$ cat src/rtl/mole_pattern_gen.sv
// mole_pattern_gen: timed rounds of random whack-a-mole patterns.
// A free-running 16-bit LFSR feeds a round FSM (IDLE/DRAW/PICK/SHOW/GAP).
// DRAW picks how many moles light up; PICK places them one per cycle by
// rejection sampling. SHOW displays the pattern and scores hits. GAP blanks
// the display between rounds.
// Handshake note: there is no valid/ready flow here. Every input is sampled
// on each rising edge of clk. Every output is a register: state, new_round,
// hit_ok and miss change only on a clock edge or on asynchronous reset.
module mole_pattern_gen #(
   parameter int          N_HOLES     = 5,
   parameter int          MAX_UP      = 2,
   parameter int          HOLD_CYCLES = 50_000_000,
   parameter int          GAP_CYCLES  = 12_500_000,
   parameter logic [15:0] SEED        = 16'hACE1
) (
   input  logic               clk,
   input  logic               rst,
   input  logic               en,
   input  logic               seed_load,
   input  logic [15:0]        seed,
   input  logic [N_HOLES-1:0] hit,
   output logic [N_HOLES-1:0] state,
   output logic               new_round,
   output logic               hit_ok,
   output logic               miss
);

   localparam int IDXW = ($clog2(N_HOLES) < 1) ? 1 : $clog2(N_HOLES);
   localparam int CW   = ($clog2(MAX_UP) < 1) ? 1 : $clog2(MAX_UP);
   localparam int CNTW = CW + 1;
   localparam int TMAX = (HOLD_CYCLES > GAP_CYCLES) ? HOLD_CYCLES : GAP_CYCLES;
   localparam int TW   = ($clog2(TMAX) < 1) ? 1 : $clog2(TMAX);

   typedef enum logic [2:0] {
      S_IDLE = 3'd0,
      S_DRAW = 3'd1,
      S_PICK = 3'd2,
      S_SHOW = 3'd3,
      S_GAP  = 3'd4
   } fsm_e;

   fsm_e               fsm_q, fsm_d;
   logic [15:0]        lfsr_q, lfsr_d;
   logic [N_HOLES-1:0] pat_q, pat_d;
   logic [N_HOLES-1:0] state_q, state_d;
   logic [CNTW-1:0]    cnt_q, cnt_d;
   logic [CNTW-1:0]    tgt_q, tgt_d;
   logic [TW-1:0]      timer_q, timer_d;
   logic               new_round_q, new_round_d;
   logic               hit_ok_q, hit_ok_d;
   logic               miss_q, miss_d;

   // Random fields taken straight from the LFSR.
   logic [CW-1:0]      draw_v;
   logic [IDXW-1:0]    pick_idx;
   logic [N_HOLES-1:0] pick_mask;
   logic               draw_ok;
   logic               pick_ok;

   assign draw_v    = lfsr_q[IDXW+CW-1 -: CW];
   assign pick_idx  = lfsr_q[IDXW-1:0];
   assign pick_mask = {{(N_HOLES-1){1'b0}}, 1'b1} << pick_idx;
   // With MAX_UP = 1 every draw is accepted and the target is forced to 1.
   assign draw_ok   = (MAX_UP == 1) || (32'(draw_v) < 32'(MAX_UP));
   assign pick_ok   = (32'(pick_idx) < 32'(N_HOLES)) && ((pat_q & pick_mask) == '0);

   // LFSR next value: free-running shift, with a zero seed replaced by SEED so it never locks up.
   always_comb begin
      lfsr_d = {lfsr_q[14:0], lfsr_q[15] ^ lfsr_q[13] ^ lfsr_q[12] ^ lfsr_q[10]};
      if (seed_load) begin
         lfsr_d = (seed == 16'h0000) ? SEED : seed;
      end
   end

   // Round FSM next state, pattern building, timers and scoring pulses.
   always_comb begin
      fsm_d       = fsm_q;
      pat_d       = pat_q;
      cnt_d       = cnt_q;
      tgt_d       = tgt_q;
      timer_d     = timer_q;
      new_round_d = 1'b0;
      hit_ok_d    = 1'b0;
      miss_d      = 1'b0;
      if (!en) begin
         fsm_d   = S_IDLE;
         timer_d = '0;
      end else begin
         unique case (fsm_q)
            S_IDLE: begin
               fsm_d = S_DRAW;
            end
            S_DRAW: begin
               if (draw_ok) begin
                  tgt_d = (MAX_UP == 1) ? CNTW'(1) : CNTW'(draw_v) + CNTW'(1);
                  pat_d = '0;
                  cnt_d = '0;
                  fsm_d = S_PICK;
               end
            end
            S_PICK: begin
               if (pick_ok) begin
                  pat_d = pat_q | pick_mask;
                  cnt_d = cnt_q + CNTW'(1);
                  if ((cnt_q + CNTW'(1)) == tgt_q) begin
                     fsm_d       = S_SHOW;
                     timer_d     = '0;
                     new_round_d = 1'b1;
                  end
               end
            end
            S_SHOW: begin
               // Hits are judged against the pattern currently on display.
               pat_d    = pat_q & ~hit;
               hit_ok_d = |(hit & pat_q);
               miss_d   = |(hit & ~pat_q);
               if ((pat_d == '0) || (timer_q == TW'(HOLD_CYCLES - 1))) begin
                  fsm_d   = S_GAP;
                  timer_d = '0;
               end else begin
                  timer_d = timer_q + TW'(1);
               end
            end
            S_GAP: begin
               if (timer_q == TW'(GAP_CYCLES - 1)) begin
                  fsm_d   = S_DRAW;
                  timer_d = '0;
               end else begin
                  timer_d = timer_q + TW'(1);
               end
            end
            default: begin
               fsm_d   = S_IDLE;
               timer_d = '0;
            end
         endcase
      end
      // The display register shows the pattern only while the next state is SHOW.
      state_d = (fsm_d == S_SHOW) ? pat_d : '0;
   end

   // State, LFSR and output registers; reset puts everything at rest with the LFSR at SEED.
   always_ff @(posedge clk or posedge rst) begin
      if (rst) begin
         fsm_q       <= S_IDLE;
         lfsr_q      <= SEED;
         pat_q       <= '0;
         state_q     <= '0;
         cnt_q       <= '0;
         tgt_q       <= '0;
         timer_q     <= '0;
         new_round_q <= 1'b0;
         hit_ok_q    <= 1'b0;
         miss_q      <= 1'b0;
      end else begin
         fsm_q       <= fsm_d;
         lfsr_q      <= lfsr_d;
         pat_q       <= pat_d;
         state_q     <= state_d;
         cnt_q       <= cnt_d;
         tgt_q       <= tgt_d;
         timer_q     <= timer_d;
         new_round_q <= new_round_d;
         hit_ok_q    <= hit_ok_d;
         miss_q      <= miss_d;
      end
   end

   assign state     = state_q;
   assign new_round = new_round_q;
   assign hit_ok    = hit_ok_q;
   assign miss      = miss_q;

endmodule

$ cat config.mk
export PLATFORM = sky130hd
export DESIGN_NAME = mole_pattern_gen
export DESIGN_NICKNAME = d
export VERILOG_FILES = /design/src/rtl/mole_pattern_gen.sv
export SDC_FILE = /design/constraint.sdc
export NUM_CORES = 1
export LEC_CHECK = 0
export CAP_MARGIN = 20
export CORE_MARGIN = 1.5
export CORE_UTILIZATION = 57
export DETAILED_ROUTE_END_ITERATION = 7
export MAX_ROUTING_LAYER = met4
export PLACE_DENSITY = 0.88
export SLEW_MARGIN = 20
export SYNTH_ARGS = -nofsm -noshare
export SYNTH_HDL_FRONTEND = slang
export SYNTH_SLANG_ARGS = --single-unit
$ cat constraint.sdc
create_clock -name clk -period 2.9 [get_ports clk]
set_input_delay 0.58 -clock clk [delete_from_list [all_inputs] [get_ports clk]]
set_output_delay 0.58 -clock clk [all_outputs]
set_load 0.05 [all_outputs]
==> results.md <==
- Worst Reg-to-Reg Cells: 8
- All-Layer GR Usage: 27.7%
- Least-Margin Pin Slew: just under 0.7 ns
- DRC: 0
- Syn Inst Count: 333
- Area after DPL: roughly 3700 µm²
- Max Cap Viol: 0
- Yosys warns: 0
- Area grow syn2layout: 17.3%
- Design Area, Final: 3940 µm²
- Worst setup SP type: flip-flop
- Final net count: 394
- Pre-antenna DRT Iters: 5
- Top cells by area, synth: dfrtp_1, dfstp_2, nand2_1
- Final TNS setup: 0 ns
- Cell variety after synth: 71
- Cell area after synthesis: approximately 3400 µm²
- CP cell instances: ha_1 > nand4_1 > or4_4 > nor3_4 > o21ai_2 > buf_4 > a31oi_1 > mux2i_1
- DRT Wirelength: around 7900 µm
- Number of setup buffers added after CTS: 0
- Rel. slew slack: 54.7%
- Hold Startpoint: lfsr_q[4]
- Most used DFF post-synth: dfrtp_1
- Net Count, Synth: about 360
- Layout cells sized above 1: between 10% and 20%
- # hold bufs at CTS: 0
- Die X: 79.8 µm
- Number of synthesized flops with an enable pin: 0
- Synth Register Bits: 62
- Initial DRC count: 369
- Reg clk slew, reported paths: 0.07 ns
- Initial antenna violation count: 0
- Total number of vias: slightly below 3,000
- CP required: around 3.1 ns
- CP Buf/Inv Count: 1
- R2R Path Start: timer_q[0]
- HP Class: flip-flop to flip-flop
- Asr flop ratio synth: 100%
- Initial Util: 59.9%
- Max Slew Vio Count: 0
- Crit Path Class: flip-flop to flip-flop
- Hold endpoint: lfsr_q[5]
- H-tree depth: 3
- Achievable Freq: 376 MHz
- Footprint of the multi-input gates: 1660 µm²
- CTS tree: yes
- Largest net degree at the start of global routing: 33
- Period utilization: between 90 and 100%
- Total congestion overflow: 0
- Post_cts resized: 0
- Critical path's slowest cell: or4_4
- Mapped Avg Cell Area: 10.1 µm²
- Maximum clock path buffer count: 2
- DP Cell Count: 429
- Skew-Pair Late Insertion Delay: 0.34 ns
- Clock sinks: 62
- Storage cell area: 1560 µm²
- Detail Route Antenna Nets: 0
- Row Count: 27
- Clock skew: 0.00710 ns
- Routability cong.: ~0.95
- Die ar.: approximately 6400 µm²
- # port buffers: 32
- Vias/cell: 6.50
- Reg2reg end: timer_q[2]
- Min Tclk post-route: 2.66 ns
- CP max stage delay: roughly 0.64 ns
- Flop2flop setup slack: 0.24 ns
- Pwr dens: 599 nW/µm²
- # fillers: 393
- Wire per inst: 17.7 µm
- Die H: 79.8 µm
- # setup viols final: 0
- Status: complete, no violations
- Total CTS buffers: 9
- Worst EP arrival: between 2 and 3 ns
- Global-route wire length before repair: 13,100 µm
- # diodes: 0
- RSZ-0062 raised after global routing: no
- WHS Path Cells: 1
- Top delay family on crit path: simple AND/OR/NAND/NOR gates
- Clk root buf: clkbuf_8
- P_leak: 1.48 nW
- Final hold viol count: 0
- Top cell type's share of synthesized area: 40.2%
- Nature of the critical path endpoint: flip-flop
- Peak supply drop: 0.000451 V
- Num ports: 33
- Dpl hpwl: ~5400 µm
- Final Non-Filler Cells: about 450
- Dominant cell type by area after synthesis: dfrtp_1
- Number of global-route vias before repair: 2,682
- CP Max Fanout: 7
- Core footprint: approximately 5600 µm²
- Seq/Total Area, Yosys: a little under half
## how the worst max path moves through the flow
stage                    start          end  slack, ns  cells after the start
floorplan            lfsr_q[0]   timer_q[9]       0.69                      7
global placement        hit[2]  timer_q[17]       0.19                      6
detailed placement      hit[2]  timer_q[16]       0.13                      6
CTS                 timer_q[0]   timer_q[2]       0.26                      8
global route        timer_q[0]  timer_q[16]       0.11                      7
finish              timer_q[0]   timer_q[2]       0.24                      8
## cells by family (layout without fill, tap and decap cells)
| logic type | Yosys count | in the layout | synth area share (%) |
|---|---|---|---|
| and+or+nand+nor | 137 | 137 | 23.1 |
| AOI/OAI and AO/OA | 83 | 83 | 18.4 |
| DFF | 62 | 62 | 46.5 |
| buffers and inverters | 24 | 64 | 4.02 |
| muxes | 14 | 14 | 4.55 |
| xor gates and xnor gates | 12 | 12 | 3.13 |
| adders and majority gates | 1 | 1 | 0.373 |
## sequential cells by signal (all words and copies together), names as in the netlist, 2 cells and up
signal,flops
tgt_q,2
timer_q,26
fsm_q,3
pat_q,5
state,5
lfsr_q,16
cnt_q,2
## area by class of cell
type | instances | share of cell area (%)
clock buffers | 11 | 3.59
clock inverters | 5 | 1.49
inverters | 11 | 1.05
multi-input cells | 247 | 42.2
flip-flops and latches | 62 | 39.7
well taps | 72 | 2.29
repair buffers | 37 | 9.72
## layer usage
metal  track usage [%]  share of wire, %  wire [µm]  vias to the layer above
met5                 -                 0          0                        -
met4              11.0               2.5        195                        0
met3              4.91               7.0        555                       27
met2              43.1                48       3800                      151
met1              36.1                42       3330                     1410
li1                  -                 -          -                     1305
## report_power, final
group / internal (mW) / switching, mW
Clock: 0.420 / 0.360
Combinational: 0.232 / 0.280
Sequential: 0.955 / 0.110
Total: 1.61 / 0.750
## Yosys cell counts, drive strengths merged, types with 4 or more instances
cell and number:
o22a 8, o22ai 5, inv 11, and2 4
nand2b 10, nand3 14, or3 5, nor4 5
nand2 34, nand4 12, dfrtp 54, dfstp 8
a21oi 12, o21ai 21, o41ai 5, or4 4
clkbuf 8, mux2i 4, nor2 22, mux2 10
buf 5, xnor2 9, nor2b 8, o31ai 5
a31oi 4
## placed cells by master, fill, tap and decap left out, drive strengths merged, types with 4 or more instances in the layout
master and instances:
a21oi 12, a31oi 4, and2 4, buf 5, clkbuf 11, clkdlybuf4s50 32
dfrtp 54, dfstp 8, inv 11, mux2 10, mux2i 4, nand2 34
nand2b 10, nand3 14, nand4 12, nor2 22, nor2b 8, nor4 5
o21ai 21, o22a 8, o22ai 5, o31ai 5, o41ai 5, or3 5
or4 4, xnor2 9
## worst register-to-register path, cell delays in order (launching register included)
cell     delay (ns)
dfrtp_1        0.41
ha_1           0.25
nand4_1        0.26
or4_4          0.64
nor3_4         0.29
o21ai_2        0.14
buf_4          0.21
a31oi_1        0.21
mux2i_1        0.12
## stage by stage
step           util (%)  worst slack (ns)  power (mW)  hold slack (ns)
3_3_place_gp       66.6             0.190        1.55            0.459
5_1_grt            70.2             0.112        2.46            0.480
3_5_place_dp       66.6             0.126        1.58            0.466
4_1_cts            70.2             0.257        2.36            0.478
6_report           70.2             0.239        2.36            0.472
2_1_floorplan         -             0.690        1.43            0.447
Note: power is estimated with default switching activity, not from simulation.
